$ cat src/rtl/sample_frame_reader.sv
// Streams overlapping FRAME_LEN-sample frames out of the circular sample RAM once
// the writer has committed enough samples, advancing the read base by HOP per frame.
module sample_frame_reader #(
  parameter int DATA_W    = 16,
  parameter int ADDR_W    = 10,
  parameter int FRAME_LEN = 256,
  parameter int HOP       = 128
) (
  input  logic              clk,
  input  logic              rst_n,
  input  logic              enable,
  input  logic              wr_pulse,
  output logic              ram_rd_en,
  output logic [ADDR_W-1:0] ram_rd_addr,
  input  logic [DATA_W-1:0] ram_rd_data,
  output logic [DATA_W-1:0] m_data,
  output logic              m_valid,
  input  logic              m_ready,
  output logic              m_first,
  output logic              m_last,
  output logic [ADDR_W:0]   fill_level,
  output logic              busy,
  output logic              overflow,
  input  logic              ovf_clr
);

  localparam logic [ADDR_W:0]   DEPTH_W  = {1'b1, {ADDR_W{1'b0}}};
  localparam logic [ADDR_W:0]   FRAME_W  = (ADDR_W+1)'(FRAME_LEN);
  localparam logic [ADDR_W:0]   HOP_W    = (ADDR_W+1)'(HOP);
  localparam logic [ADDR_W-1:0] HOP_ADV  = HOP_W[ADDR_W-1:0];
  localparam logic [ADDR_W-1:0] LAST_IDX = ADDR_W'(FRAME_LEN - 1);

  typedef enum logic [1:0] {IDLE, STREAM, DRAIN, COMMIT} state_t;

  state_t            state, state_next;
  logic [ADDR_W-1:0] base, idx;
  logic [ADDR_W:0]   fill;
  logic              rd_pending, rd_first, rd_last;
  logic [1:0]        count;
  logic [DATA_W-1:0] head_data, tail_data;
  logic              head_first, head_last, tail_first, tail_last;
  logic              pop, push, room, issue, commit;

  assign pop    = (count != 2'd0) && m_ready;
  assign push   = rd_pending;
  assign commit = (state == COMMIT);
  // Room is judged after this cycle's pop so a ready sink sees one read per cycle.
  assign room   = ((count - {1'b0, pop}) + {1'b0, rd_pending}) < 2'd2;
  assign issue  = (state == STREAM) && room;

  always_ff @(posedge clk or negedge rst_n) begin
    if (!rst_n) state <= IDLE;
    else        state <= state_next;
  end

  always_comb begin
    state_next = state;
    case (state)
      IDLE:    if (enable && fill >= FRAME_W) state_next = STREAM;
      STREAM:  if (issue && idx == LAST_IDX) state_next = DRAIN;
      DRAIN:   if (pop && head_last) state_next = COMMIT;
      COMMIT:  state_next = IDLE;
      default: state_next = IDLE;
    endcase
  end

  always_comb begin
    ram_rd_en = issue;
    busy      = (state == STREAM) || (state == DRAIN);
  end

  always_ff @(posedge clk or negedge rst_n) begin
    if (!rst_n) begin
      base       <= '0;
      idx        <= '0;
      rd_pending <= 1'b0;
      rd_first   <= 1'b0;
      rd_last    <= 1'b0;
    end else begin
      if (state == IDLE) idx <= '0;
      else if (issue)    idx <= idx + 1'b1;
      if (commit) base <= base + HOP_ADV;
      rd_pending <= issue;
      rd_first   <= (idx == '0);
      rd_last    <= (idx == LAST_IDX);
    end
  end

  // A commit and a write in the same cycle both count; a write into a full RAM is an overrun.
  always_ff @(posedge clk or negedge rst_n) begin
    if (!rst_n) begin
      fill     <= '0;
      overflow <= 1'b0;
    end else begin
      if (commit)                          fill <= fill + {{ADDR_W{1'b0}}, wr_pulse} - HOP_W;
      else if (wr_pulse && fill != DEPTH_W) fill <= fill + 1'b1;
      if (wr_pulse && !commit && fill == DEPTH_W) overflow <= 1'b1;
      else if (ovf_clr)                           overflow <= 1'b0;
    end
  end

  always_ff @(posedge clk or negedge rst_n) begin
    if (!rst_n) begin
      count      <= 2'd0;
      head_data  <= '0;
      head_first <= 1'b0;
      head_last  <= 1'b0;
      tail_data  <= '0;
      tail_first <= 1'b0;
      tail_last  <= 1'b0;
    end else begin
      case ({push, pop})
        2'b10: begin
          if (count == 2'd0) begin
            head_data <= ram_rd_data; head_first <= rd_first; head_last <= rd_last;
          end else begin
            tail_data <= ram_rd_data; tail_first <= rd_first; tail_last <= rd_last;
          end
          count <= count + 2'd1;
        end
        2'b01: begin
          head_data <= tail_data; head_first <= tail_first; head_last <= tail_last;
          count <= count - 2'd1;
        end
        2'b11: begin
          if (count == 2'd1) begin
            head_data <= ram_rd_data; head_first <= rd_first; head_last <= rd_last;
          end else begin
            head_data <= tail_data; head_first <= tail_first; head_last <= tail_last;
            tail_data <= ram_rd_data; tail_first <= rd_first; tail_last <= rd_last;
          end
        end
        default: ;
      endcase
    end
  end

  assign m_valid    = (count != 2'd0);
  assign m_data     = head_data;
  assign m_first    = head_first && m_valid;
  assign m_last     = head_last && m_valid;
  assign fill_level = fill;
  assign ram_rd_addr = base + idx;

endmodule

$ cat config.mk
export PLATFORM = sky130hd
export DESIGN_NAME = sample_frame_reader
export DESIGN_NICKNAME = d
export VERILOG_FILES = /design/src/rtl/sample_frame_reader.sv
export SDC_FILE = /design/constraint.sdc
export NUM_CORES = 1
export LEC_CHECK = 0
export CAP_MARGIN = 20
export CORE_MARGIN = 10
export CORE_UTILIZATION = 53
export DETAILED_ROUTE_END_ITERATION = 16
export GPL_TIMING_DRIVEN = 0
export PLACE_DENSITY = 0.86
export RECOVER_POWER = 100
export SYNTH_ARGS = -nofsm -noshare
export SYNTH_HDL_FRONTEND = slang
export SYNTH_SLANG_ARGS = --single-unit
$ cat constraint.sdc
create_clock -name clk -period 2.8 [get_ports clk]
set_clock_uncertainty 0.05 [all_clocks]
set_input_delay 0.56 -clock clk [delete_from_list [all_inputs] [get_ports clk]]
set_output_delay 0.56 -clock clk [all_outputs]
set_load 0.005 [all_outputs]
==> reports/metrics.yaml <==
status:
  run_status: "complete, but fails checks"
  violations: "max-capacitance violations, max-slew violations"
final_layout:
  num_antenna_cells: 0
  regArea_um2: 1700
  final_layout_size_suffix_gt1_frac: 0.179
  syn_to_final_growth_pct: 29.3
  fillers: 468
  nets: 471
  multiInputGateArea_um2: 1700
  post-route-util: 0.715
setup_path:
  r2r_cells: 9
  worstSetupEndpoint: "ram_rd_en"
  cp_common_cell: "ha_4"
  rr_startpoint: "count[0]$_DFFE_PN0N_"
  startpoint_type: "flip-flop"
  slowest_delay_ns: 0.40
  end_kind: "output port"
  worstPathCellList: "inv_2, ha_4, nor2b_4, ha_4, and2b_1, xnor2_2, buf_6, nor2_4, buf_2"
  crit_slowest_cell: "dfrtp_1"
  crit_arrival_ns: 2.10
  crit_fanout: 4
  crit_path_start: "count[0]$_DFFE_PN0N_"
  rrSetupSlack_ns: 0.18
  r2r_end: "tail_last$_DFFE_PN0P_"
  worstSetupPathType: "flip-flop to output port"
  cp.required_ns: 2.19
sta:
  rsz0062_at_grt: "false"
  period_needed_ns: 2.71
  finalSetupViolCount: 0
  fmax_ghz: 0.370
  slew_viol_final: 69
  finalCritPeriodShare: 0.966
  fin_hold_ws_ns: 0.423
  worst_pin_slew_ns: 1.67
  max_slew_margin: -0.113
  final_hold_viol_count: 0
synthesis:
  synth-seq-cells: 68
  synth_top_area_share: 0.477
  async_reset_ff_frac: 1.00
  synth_cells: 343
  synth_flop_cell: "dfrtp_1"
  yosys_warnings: 0
  synthesis.nets: 384
  ys_seq_area_frac: 0.477
  synth.most_common_cell: "dfrtp_1"
  netlist_area_um2: 3570
  avgSynthCellArea_um2: 10.4
  synth_edf_count: 0
  synth_area_leaders: "dfrtp_1 (48%), mux2_2 (6.9%), ha_1 (6.3%)"
  synth_top_cell_by_area: "dfrtp_1"
  synth_commonest_cells: "dfrtp_1 (68), nand2_1 (29), o21ai_0 (27)"
  synth_cell_types: 48
detailed_routing:
  route.detailed.drc: 0
  via_per_inst: 5.73
  vias: 2936
  antenna_left: 0
  wirelength_um: 8370
  drtIter0Drc: 131
  first_pass_iters: 4
  wl_per_cell_um: 16.4
cts:
  cts_root_buf: "clkbuf_8"
  cts_tree: "yes"
  path_clk_slew_ns: 0.07
  insertion_delay_ns: 0.34
  cts-hold-fix-buffers: 0
  clockBufferDepth: 2
  htreeDepth: 3
  cts.sinks: 68
  cts_buffers: 9
worst_hold_path:
  hp-class: "flip-flop to flip-flop"
placement:
  gp_congestion: 0.867
  io_buffer_count: 64
  hpwl_um: 5800
global_route:
  grt_pass1_wl_um: 13600
  grt_usage: 0.162
  grt.overflow.total: 0
  grt_antenna_before_repair: 0
  grt_max_degree: 69
  grt_pass1_vias: 2806
floorplanning:
  start_util: 0.553
  io_pins: 65
  die_area_um2: 10400
  die_height_um: 102
  core_um2: 6460
  rows: 29
  die_x_um: 102
power:
  power_density_nw_per_um2: 1040
  total_power_w: 0.00482
  cellLeakagePower_nw: 2.04
  ir_drop_uv: 647
job:
  drv_cap: 1
[worst max-delay path: cells and delay by family (launching register included)]
kind	cells	cell delay (ns)
xor gates and xnor gates	1	0.16
buffers and inverters	3	0.35
DFF	1	0.40
adders and majority gates	2	0.44
and+or+nand+nor	3	0.40
[layout by cell type (no fill, tap or decap), types with 4 or more instances in the layout]
master           instances
a21oi_1                  7
a22oi_1                 20
a31oi_1                  4
buf_4                   12
clkbuf_1                13
clkbuf_4                 5
clkbuf_8                 9
clkdlybuf4s50_1         22
clkinv_2                 4
dfrtp_1                 68
dlygate4sd3_1           38
ha_1                    15
inv_1                   21
mux2_2                  21
nand2_1                 29
nand3_1                 10
nand4_1                  7
nor2_1                  12
nor2b_1                  7
nor4_1                   5
o21ai_0                 27
xnor2_1                  9
xor2_1                   8
[flip-flops by register name, indices dropped and copies added, names as in the netlist]
register,count
m_data,16
head_last,1
overflow,1
state,2
push,1
fill_level,11
head_first,1
tail_data,16
rd_first,1
idx,10
rd_last,1
tail_last,1
count,2
base,3
tail_first,1
[cell families (layout without fill, tap and decap cells)]
kind of cell	after synthesis	in the layout	share of synthesized area
AO/OA/AOI/OAI	76	76	0.137
XOR/XNOR	19	19	0.0487
adder cells (fa/ha/maj)	19	19	0.0687
buffers and inverters	47	139	0.0606
flip-flops	68	68	0.477
multiplexers	23	23	0.0722
AND/OR/NAND/NOR	91	91	0.136
[what timing repair did]
item                       in CTS  in global routing
setup buffers                  10                  2
setup endpoints to repair      21                 11
resized for setup              14                  4
pin swaps                       4                  3
[worst min path at each step]
stage	startpoint	end	depth (start not counted)
finish	m_data[1]$_DFFE_PN0P_	m_data[1]$_DFFE_PN0P_	2
global route	m_data[2]$_DFFE_PN0P_	m_data[2]$_DFFE_PN0P_	2
CTS	rst_n	m_data[14]$_DFFE_PN0P_	1
detailed placement	m_data[1]$_DFFE_PN0P_	m_data[1]$_DFFE_PN0P_	2
global placement	m_data[3]$_DFFE_PN0P_	m_data[3]$_DFFE_PN0P_	2
floorplan	rst_n	base[7]$_DFFE_PN0P_	0
[per-layer routing]
layer | vias to the layer above | track usage | share of wire
li1 | 1392 | - | -
met5 | - | 0 | 0
met2 | 103 | 0.264 | 0.49
met3 | 12 | 0.0520 | 0.081
met1 | 1429 | 0.198 | 0.41
met4 | 0 | 0.0542 | 0.015
[final cells by class]
type / count / area share
Clock inverter: 7 / 0.0144
Clock buffer: 9 / 0.0268
Multi-Input combinational cell: 228 / 0.369
Timing Repair Buffer: 76 / 0.154
Sequential cell: 68 / 0.369
Inverter: 24 / 0.0195
Buffer: 23 / 0.0268
Tap cell: 77 / 0.0209
[metrics by stage]
| stage | cell area [um2] | TNS (ns) | setup slack (ns) | std cells |
|---|---|---|---|---|
| final | 4620 | 0 | 0.0944 | 512 |
| after global routing | 4620 | 0 | 0.00927 | 512 |
| after CTS | 4610 | 0 | 0.0190 | 510 |
| after detailed placement | 4300 | -9.05 | -0.920 | 484 |
| after global placement | 4310 | -80.19 | -1.07 | 484 |
| after floorplan | 3570 | 0 | 0.249 | 343 |
[report_power, final]
part	switching, W	total (W)	internal [W]
Sequential	0.000288	0.00166	0.00138
Combinational	0.00119	0.00236	0.00117
Clock	0.000389	0.000797	0.000408
No activity file was read; power rests on OpenSTA's default activity.
